<file path="src/rtl/circuito_exp3_ativ2_pkg.sv">
// rtl/circuito_exp3_ativ2_pkg.sv - shared width, terminal value and counter operation select
package circuito_exp3_ativ2_pkg;

  localparam int N = 4;

  typedef logic [N-1:0] count_t;

  localparam count_t MAX_COUNT = {N{1'b1}};

  typedef enum logic [1:0] {
    OP_HOLD  = 2'd0,
    OP_COUNT = 2'd1,
    OP_LOAD  = 2'd2,
    OP_CLEAR = 2'd3
  } op_t;

  // Clear beats load beats count; a loaded value is never incremented in the same edge.
  function automatic op_t select_op(input logic zera, input logic carrega, input logic conta);
    if (zera)         return OP_CLEAR;
    else if (carrega) return OP_LOAD;
    else if (conta)   return OP_COUNT;
    else              return OP_HOLD;
  endfunction

endpackage

</file>
<file path="src/rtl/circuito_exp3_ativ2_if.sv">
// rtl/circuito_exp3_ativ2_if.sv - control, switch and flag bundle between control side and datapath
interface circuito_exp3_ativ2_if;
  import circuito_exp3_ativ2_pkg::*;

  logic   zera;
  logic   carrega;
  logic   conta;
  count_t chaves;
  logic   menor;
  logic   maior;
  logic   igual;
  logic   fim;
  count_t db_contagem;

  modport master (
    output zera, carrega, conta, chaves,
    input  menor, maior, igual, fim, db_contagem
  );

  modport slave (
    input  zera, carrega, conta, chaves,
    output menor, maior, igual, fim, db_contagem
  );

endinterface

</file>
<file path="src/rtl/circuito_exp3_ativ2_comparador_85.sv">
// rtl/circuito_exp3_ativ2_comparador_85.sv - 7485-style unsigned magnitude comparator
module circuito_exp3_ativ2_comparador_85
  import circuito_exp3_ativ2_pkg::*;
(
  input  count_t a,
  input  count_t b,
  output logic   lt,
  output logic   gt,
  output logic   eq
);

  assign lt = (a < b);
  assign gt = (a > b);
  assign eq = (a == b);

endmodule

</file>
<file path="src/rtl/circuito_exp3_ativ2_contador_163.sv">
// rtl/circuito_exp3_ativ2_contador_163.sv - 74163-style counter with clear/load/enable and ripple carry
module circuito_exp3_ativ2_contador_163
  import circuito_exp3_ativ2_pkg::*;
(
  input  logic   clock,
  input  logic   reset_n,
  input  logic   zera,
  input  logic   carrega,
  input  logic   conta,
  input  count_t d,
  output count_t q,
  output logic   rco
);

  op_t op;

  always_comb begin
    op = select_op(zera, carrega, conta);
  end

  always_ff @(posedge clock or negedge reset_n) begin
    if (!reset_n) begin
      q <= '0;
    end else begin
      case (op)
        OP_CLEAR: q <= '0;
        OP_LOAD:  q <= d;
        OP_COUNT: q <= q + count_t'(1);
        default:  q <= q;
      endcase
    end
  end

  // Conta doubles as ENT, so the carry is gated by it just like the 74163 RCO.
  assign rco = (q == MAX_COUNT) && conta;

endmodule

</file>
<file path="src/rtl/circuito_exp3_ativ2.sv">
// rtl/circuito_exp3_ativ2.sv - counter plus comparator datapath for the control-unit experiment
module circuito_exp3_ativ2
  import circuito_exp3_ativ2_pkg::*;
(
  input  logic                    clock,
  input  logic                    reset_n,
  circuito_exp3_ativ2_if.slave    bus
);

  count_t contagem;

  circuito_exp3_ativ2_contador_163 u_contador (
    .clock   (clock),
    .reset_n (reset_n),
    .zera    (bus.zera),
    .carrega (bus.carrega),
    .conta   (bus.conta),
    .d       (bus.chaves),
    .q       (contagem),
    .rco     (bus.fim)
  );

  circuito_exp3_ativ2_comparador_85 u_comparador (
    .a  (contagem),
    .b  (bus.chaves),
    .lt (bus.menor),
    .gt (bus.maior),
    .eq (bus.igual)
  );

  assign bus.db_contagem = contagem;

endmodule

</file>
<file path="src/flat_wrapper.sv">
// flat-port wrapper written by rule: the top's interface ports become plain ports
module circuito_exp3_ativ2_flat import circuito_exp3_ativ2_pkg::*;
  (clock, reset_n, bus_zera, bus_carrega, bus_conta, bus_chaves, bus_menor, bus_maior, bus_igual, bus_fim, bus_db_contagem);
  circuito_exp3_ativ2_if bus_i ();
  input  logic clock;
  input  logic reset_n;
  input wire logic [$bits(bus_i.zera)-1:0] bus_zera;
  input wire logic [$bits(bus_i.carrega)-1:0] bus_carrega;
  input wire logic [$bits(bus_i.conta)-1:0] bus_conta;
  input wire logic [$bits(bus_i.chaves)-1:0] bus_chaves;
  output wire logic [$bits(bus_i.menor)-1:0] bus_menor;
  output wire logic [$bits(bus_i.maior)-1:0] bus_maior;
  output wire logic [$bits(bus_i.igual)-1:0] bus_igual;
  output wire logic [$bits(bus_i.fim)-1:0] bus_fim;
  output wire logic [$bits(bus_i.db_contagem)-1:0] bus_db_contagem;
  assign bus_i.zera = bus_zera;
  assign bus_i.carrega = bus_carrega;
  assign bus_i.conta = bus_conta;
  assign bus_i.chaves = bus_chaves;
  assign bus_menor = bus_i.menor;
  assign bus_maior = bus_i.maior;
  assign bus_igual = bus_i.igual;
  assign bus_fim = bus_i.fim;
  assign bus_db_contagem = bus_i.db_contagem;
  circuito_exp3_ativ2 u_core (.clock(clock), .reset_n(reset_n), .bus(bus_i));
endmodule
</file>
<file path="config.mk">
export PLATFORM = sky130hd
export DESIGN_NAME = circuito_exp3_ativ2_flat
export DESIGN_NICKNAME = d
export VERILOG_FILES = /design/src/rtl/circuito_exp3_ativ2_pkg.sv /design/src/rtl/circuito_exp3_ativ2_if.sv /design/src/rtl/circuito_exp3_ativ2_comparador_85.sv /design/src/rtl/circuito_exp3_ativ2_contador_163.sv /design/src/rtl/circuito_exp3_ativ2.sv /design/src/flat_wrapper.sv
export SDC_FILE = /design/constraint.sdc
export NUM_CORES = 1
export LEC_CHECK = 0
export ABC_CLOCK_PERIOD_IN_PS = 3350
export CAP_MARGIN = 15
export CORE_AREA = 2 2 39 41
export DETAILED_ROUTE_END_ITERATION = 8
export DIE_AREA = 0 0 41 43
export SYNTH_ARGS = -nofsm -noshare
export SYNTH_HDL_FRONTEND = slang
export SYNTH_HIERARCHICAL = 1
export SYNTH_SLANG_ARGS = --single-unit
</file>
<file path="constraint.sdc">
create_clock -name clock -period 3.35 [get_ports clock]
set_input_delay 0.8375 -clock clock [delete_from_list [all_inputs] [get_ports clock]]
set_output_delay 0.8375 -clock clock [all_outputs]
set_load 0.02 [all_outputs]
</file>
==> results of run 1 <==
==> critical path, stage by stage <==
cell and delay, ns:
sky130_fd_sc_hd__clkdlybuf4s50_1 0.48, sky130_fd_sc_hd__inv_1 0.05, sky130_fd_sc_hd__ha_1 0.28, sky130_fd_sc_hd__nor2b_4 0.14, sky130_fd_sc_hd__o21bai_4 0.11, sky130_fd_sc_hd__and2_1 0.12
sky130_fd_sc_hd__dlygate4sd2_1 0.32
==> cells in the final DEF, fill, tap and decap left out <==
master / count
sky130_fd_sc_hd__a211o_1: 1
sky130_fd_sc_hd__a21oi_1: 2
sky130_fd_sc_hd__a21oi_2: 1
sky130_fd_sc_hd__a22o_1: 3
sky130_fd_sc_hd__a32oi_1: 1
sky130_fd_sc_hd__and2_1: 1
sky130_fd_sc_hd__and3_1: 1
sky130_fd_sc_hd__and4_1: 1
sky130_fd_sc_hd__buf_4: 2
sky130_fd_sc_hd__clkbuf_4: 3
sky130_fd_sc_hd__clkdlybuf4s50_1: 13
sky130_fd_sc_hd__dfrtp_1: 4
sky130_fd_sc_hd__dlygate4sd2_1: 3
sky130_fd_sc_hd__ha_1: 8
sky130_fd_sc_hd__inv_1: 8
sky130_fd_sc_hd__nand2_1: 3
sky130_fd_sc_hd__nand2b_1: 1
sky130_fd_sc_hd__nand3_1: 2
sky130_fd_sc_hd__nand4b_1: 1
sky130_fd_sc_hd__nor2_1: 2
sky130_fd_sc_hd__nor2b_4: 1
sky130_fd_sc_hd__nor4b_1: 1
sky130_fd_sc_hd__o21ai_0: 1
sky130_fd_sc_hd__o21bai_1: 1
sky130_fd_sc_hd__o21bai_4: 1
sky130_fd_sc_hd__or2_1: 1
sky130_fd_sc_hd__or4_1: 1
==> layer usage <==
| metal | routed length, um | track usage | up-vias | share of wire |
|---|---|---|---|---|
| met5 | 0 | 0 | - | 0 |
| met4 | 59 | 0.1600 | 0 | 0.061 |
| met3 | 41 | 0.06283 | 6 | 0.042 |
| met2 | 484 | 0.2094 | 16 | 0.50 |
| met1 | 390 | 0.1479 | 206 | 0.40 |
| li1 | - | - | 213 | - |
==> per-stage QoR <==
stage | setup TNS [ns] | setup slack, ns | cell area [um^2]
detailed placement | -0.1956 | -0.1058 | 620.6
finish | 0 | 0.1746 | 639.4
CTS | 0 | 0.1601 | 639.4
global route | 0 | 0.06766 | 639.4
global placement | -0.1918 | -0.09993 | 620.6
floorplan | 0 | 0.8267 | 425.4
==> kinds of logic after synthesis <==
logic type      after synthesis  share of synthesized area
simple gates                 16                     0.2383
flops                         4                     0.2353
buf+inv                       8                    0.07059
fa+ha+maj                     8                     0.2353
compound gates               11                     0.2206
==> power groups by stage <==
stage	registers [mW]	clock network [mW]	logic (mW)
global placement	0.0565	0	0.0641
global route	0.0565	0.0670	0.0700
CTS	0.0558	0.0630	0.0629
floorplan	0.0585	0	0.0326
detailed placement	0.0563	0	0.0648
finish	0.0557	0.0617	0.0622
==> final cells by class <==
class / instances / share of cell area
flip-flops and latches: 4 / 0.1566
multi-input cells: 35 / 0.4618
inverters: 8 / 0.04697
clock buffers: 3 / 0.03523
repair buffers: 18 / 0.2681
well taps: 16 / 0.03131
==> timing repair <==
action | 4_1_cts | 5_1_grt
gates resized for setup | 3 | 0
endpoints found under the setup margin | 3 | 0
endpoints found under the hold margin | 0 | 0
==> worst max path at each step <==
stage | start | endpoint | slack (ns) | cells past startpoint
CTS | bus_chaves[1] | bus_menor | 0.16 | 7
global placement | bus_chaves[3] | bus_maior | -0.1 | 7
finish | bus_chaves[1] | bus_menor | 0.17 | 7
floorplan | bus_chaves[3] | bus_maior | 0.83 | 5
detailed placement | bus_chaves[1] | bus_menor | -0.11 | 7
global route | bus_chaves[1] | bus_menor | 0.07 | 7
==> results.md, run 1 <==
Run status:
- The run finished with clean final reports.

Clocking:
- For this design, the sink count on the clock tree is 4.
- The number of buffers on the longest clock path is 2.
- Clock tree synthesis selected as its root buffer the cell sky130_fd_sc_hd__clkbuf_4.
- After clock tree synthesis, the clock-pin slew on the worst setup and hold paths is 0.03 ns.
- The worst-skew pair later-pin latency is 0.24 ns.
- The number of CTS-inserted buffers is 3.
- The CTS tree is yes.
- Hold repair after CTS inserted 0 buffers.
- In this run the number of H-tree levels came out at 1.
- The post-CTS setup-driven buffer insertion count is 0.

Timing:
- In the finished design, the share of the clock period the worst path needs comes to 0.9479.
- The remaining max-slew budget at the tightest pin is 0.8206.
- Setup repair after global routing left no endpoint under its margin.
- The worst hold margin is 0.6152 ns.
- The final count of negative-setup-slack endpoints is 0.
- The transition time at the pin with the least slew margin is 0.2654 ns.
- The final count of pins violating max slew is 0.
- The final number of hold-violating endpoints is 0.
- The post-layout minimum cycle time is 3.175 ns.
- The maximum clock frequency is 314.9 MHz.
- The largest clock skew in the final design is 0.005238 ns.

Floorplanning:
- The full die area is 1763 um^2.
- The die is 43 um tall.
- 17 I/O pins were placed.
- The initial core utilization is 0.3074.
- The placeable core region is 1384 um^2.
- After floorplanning, the core was divided into 14 placement rows.
- The die extent in x is 41 um.

Placed design:
- The quantity of I/O buffers inserted on ports is 16.
- The post-placement cell count is 81.
- The post-DP HPWL is 795.4 um.
- The final weighted congestion in routability-driven placement is 0.7337.

Critical path:
- The endpoint class of the critical path is a primary output.
- Of all nets on the critical path, the largest fanout is 2.
- The worst path arrival time is 2.34 ns.
- The endpoint identified for the worst register-to-register timing path is u_core/u_contador/q[1]$_DFFE_PN0P_.
- The critical path is of the in2out type.
- The number of cells traversed by the worst register-to-register path is 3.
- The startpoint of the lowest-slack register-to-register path is u_core/u_contador/q[0]$_DFFE_PN0P_.
- The setup slack on the worst flop-to-flop path is 2.08 ns.
- The critical path required time is 2.51 ns.
- STA classifies the critical path startpoint as a primary input.

Route:
- The detail route stage leaves a number of antenna-violating nets equal to 0.
- The number of vias in the routed layout is 441.
- For this run, design rule violations remaining after detail routing come to 0.
- Dividing the detail-routed wire length by the instance count gives 11.61 um.
- The first detailed-routing pass ran for 4 iterations.
- The first routing iteration left 8 violations.
- The mean number of vias per cell is 5.250.
- The detailed-route wire length is 975 um.

Layout:
- The fraction of layout cells with a size suffix above 1 is 0.1176.
- The final design utilization is 0.4620.
- The area of the multi-input gates is 295.3 um^2.
- In the final layout, flip-flops and latches occupy 100.1 um^2.
- The number of fill cells in the layout is 154.
- The largest registers in the layout are u_core/u_contador/q x4.
- After the last flow step, the layout net total stands at 87.
- The register with the most flip-flops in the layout has 4 of them.
- The finished layout holds 84 standard cells, fillers aside.
- The antenna cell count is 0.
- Ranked by flip-flop count, first place goes to u_core/u_contador/q.
- From synthesis to final layout, the design area changed by 50.29%.

Synthesis:
- The total nets after synthesis is 64.
- The mean cell area of the mapped netlist is 9.051 um^2.
- The top cell type by total area after synthesis is sky130_fd_sc_hd__dfrtp_1.
- The register area share after synthesis is 0.2353.
- The most instantiated flip-flop cell in the synthesis netlist is sky130_fd_sc_hd__dfrtp_1.
- The number of warnings issued by yosys is 6.
- Counting flops with an async set or reset pin after synthesis yields a share of 1.000.
- The number of storage elements in the synthesis netlist is 4.
- The count of distinct cell types in the synthesized netlist is 23.
- The number of instances in the synthesized netlist is 47.
- The area share of the leading cell type in the synthesized netlist is 0.2353.
- By count the netlist is led by sky130_fd_sc_hd__ha_1 (8), sky130_fd_sc_hd__inv_1 (8), sky130_fd_sc_hd__dfrtp_1 (4), sky130_fd_sc_hd__a22o_1 (3), sky130_fd_sc_hd__nand2_1 (3).
- The synthesized design contains 0 enable-type register cells.
- By area the synthesized netlist is led by sky130_fd_sc_hd__dfrtp_1 (24%), sky130_fd_sc_hd__ha_1 (24%), sky130_fd_sc_hd__inv_1 (7.1%), sky130_fd_sc_hd__a22o_1 (6.2%), sky130_fd_sc_hd__o21bai_4 (4.4%).
- The synthesized netlist occupies a cell area of 425.4 um^2.

Global routing:
- Entering global routing, the biggest net connects 8 pins.
- The number of global-route vias before repair came to 389.
- The number of antenna violations at the first check in global routing is 0.
- The combined global-route utilization of all metal layers is 0.1496.
- The wire length of the first global-routing pass is 1.628 mm.
- The residual overflow from global routing is 0.

Pwr:
- Of the total power, the share spent switching nets is 0.3053.
- VDD sags by at most 0.0001195 V.
- Of the total power, the clock network draws 0.343.
- The analysis attributes to cell leakage a power of 0.3231 nW.
- Internal power comes to 124.8 uW.
- The power per cell area is 280.9 nW/um^2.
- The share of total power dissipated in combinational logic is 0.346.
- For this design the total switching power over the nets is 54.82 uW.
- Power comes to 179.6 uW.
- The part of the power in registers is 0.310.

Worst hold path:
- In this run the worst hold path is classified as reg2reg.
- The startpoint of the tightest hold check path is u_core/u_contador/q[1]$_DFFE_PN0P_.
- For hold timing, the worst endpoint is u_core/u_contador/q[1]$_DFFE_PN0P_.
- Along the worst hold path, the cell count comes to 1.

Run:
- The total of max-cap violations is 0.
Note: power is estimated with default switching activity, not from simulation.
==> run 2, diff against run 1 <==
--- a/config.mk
+++ b/config.mk
@@ -6,7 +6,7 @@
 export NUM_CORES = 1
 export LEC_CHECK = 0
 export ABC_CLOCK_PERIOD_IN_PS = 3350
-export CAP_MARGIN = 15
+export CAP_MARGIN = 10
 export CORE_AREA = 2 2 39 41
 export DETAILED_ROUTE_END_ITERATION = 8
 export DIE_AREA = 0 0 41 43
==> results of run 2 <==
Same layout as run 1: the final DEF is identical, and so are final timing and power.
==> run 3, diff against run 2 <==
--- a/config.mk
+++ b/config.mk
@@ -8,6 +8,7 @@
 export ABC_CLOCK_PERIOD_IN_PS = 3350
 export CAP_MARGIN = 10
 export CORE_AREA = 2 2 39 41
+export CTS_CLUSTER_SIZE = 28
 export DETAILED_ROUTE_END_ITERATION = 8
 export DIE_AREA = 0 0 41 43
 export SYNTH_ARGS = -nofsm -noshare
==> results of run 3 <==
Same layout as run 1: the final DEF is identical, and so are final timing and power.
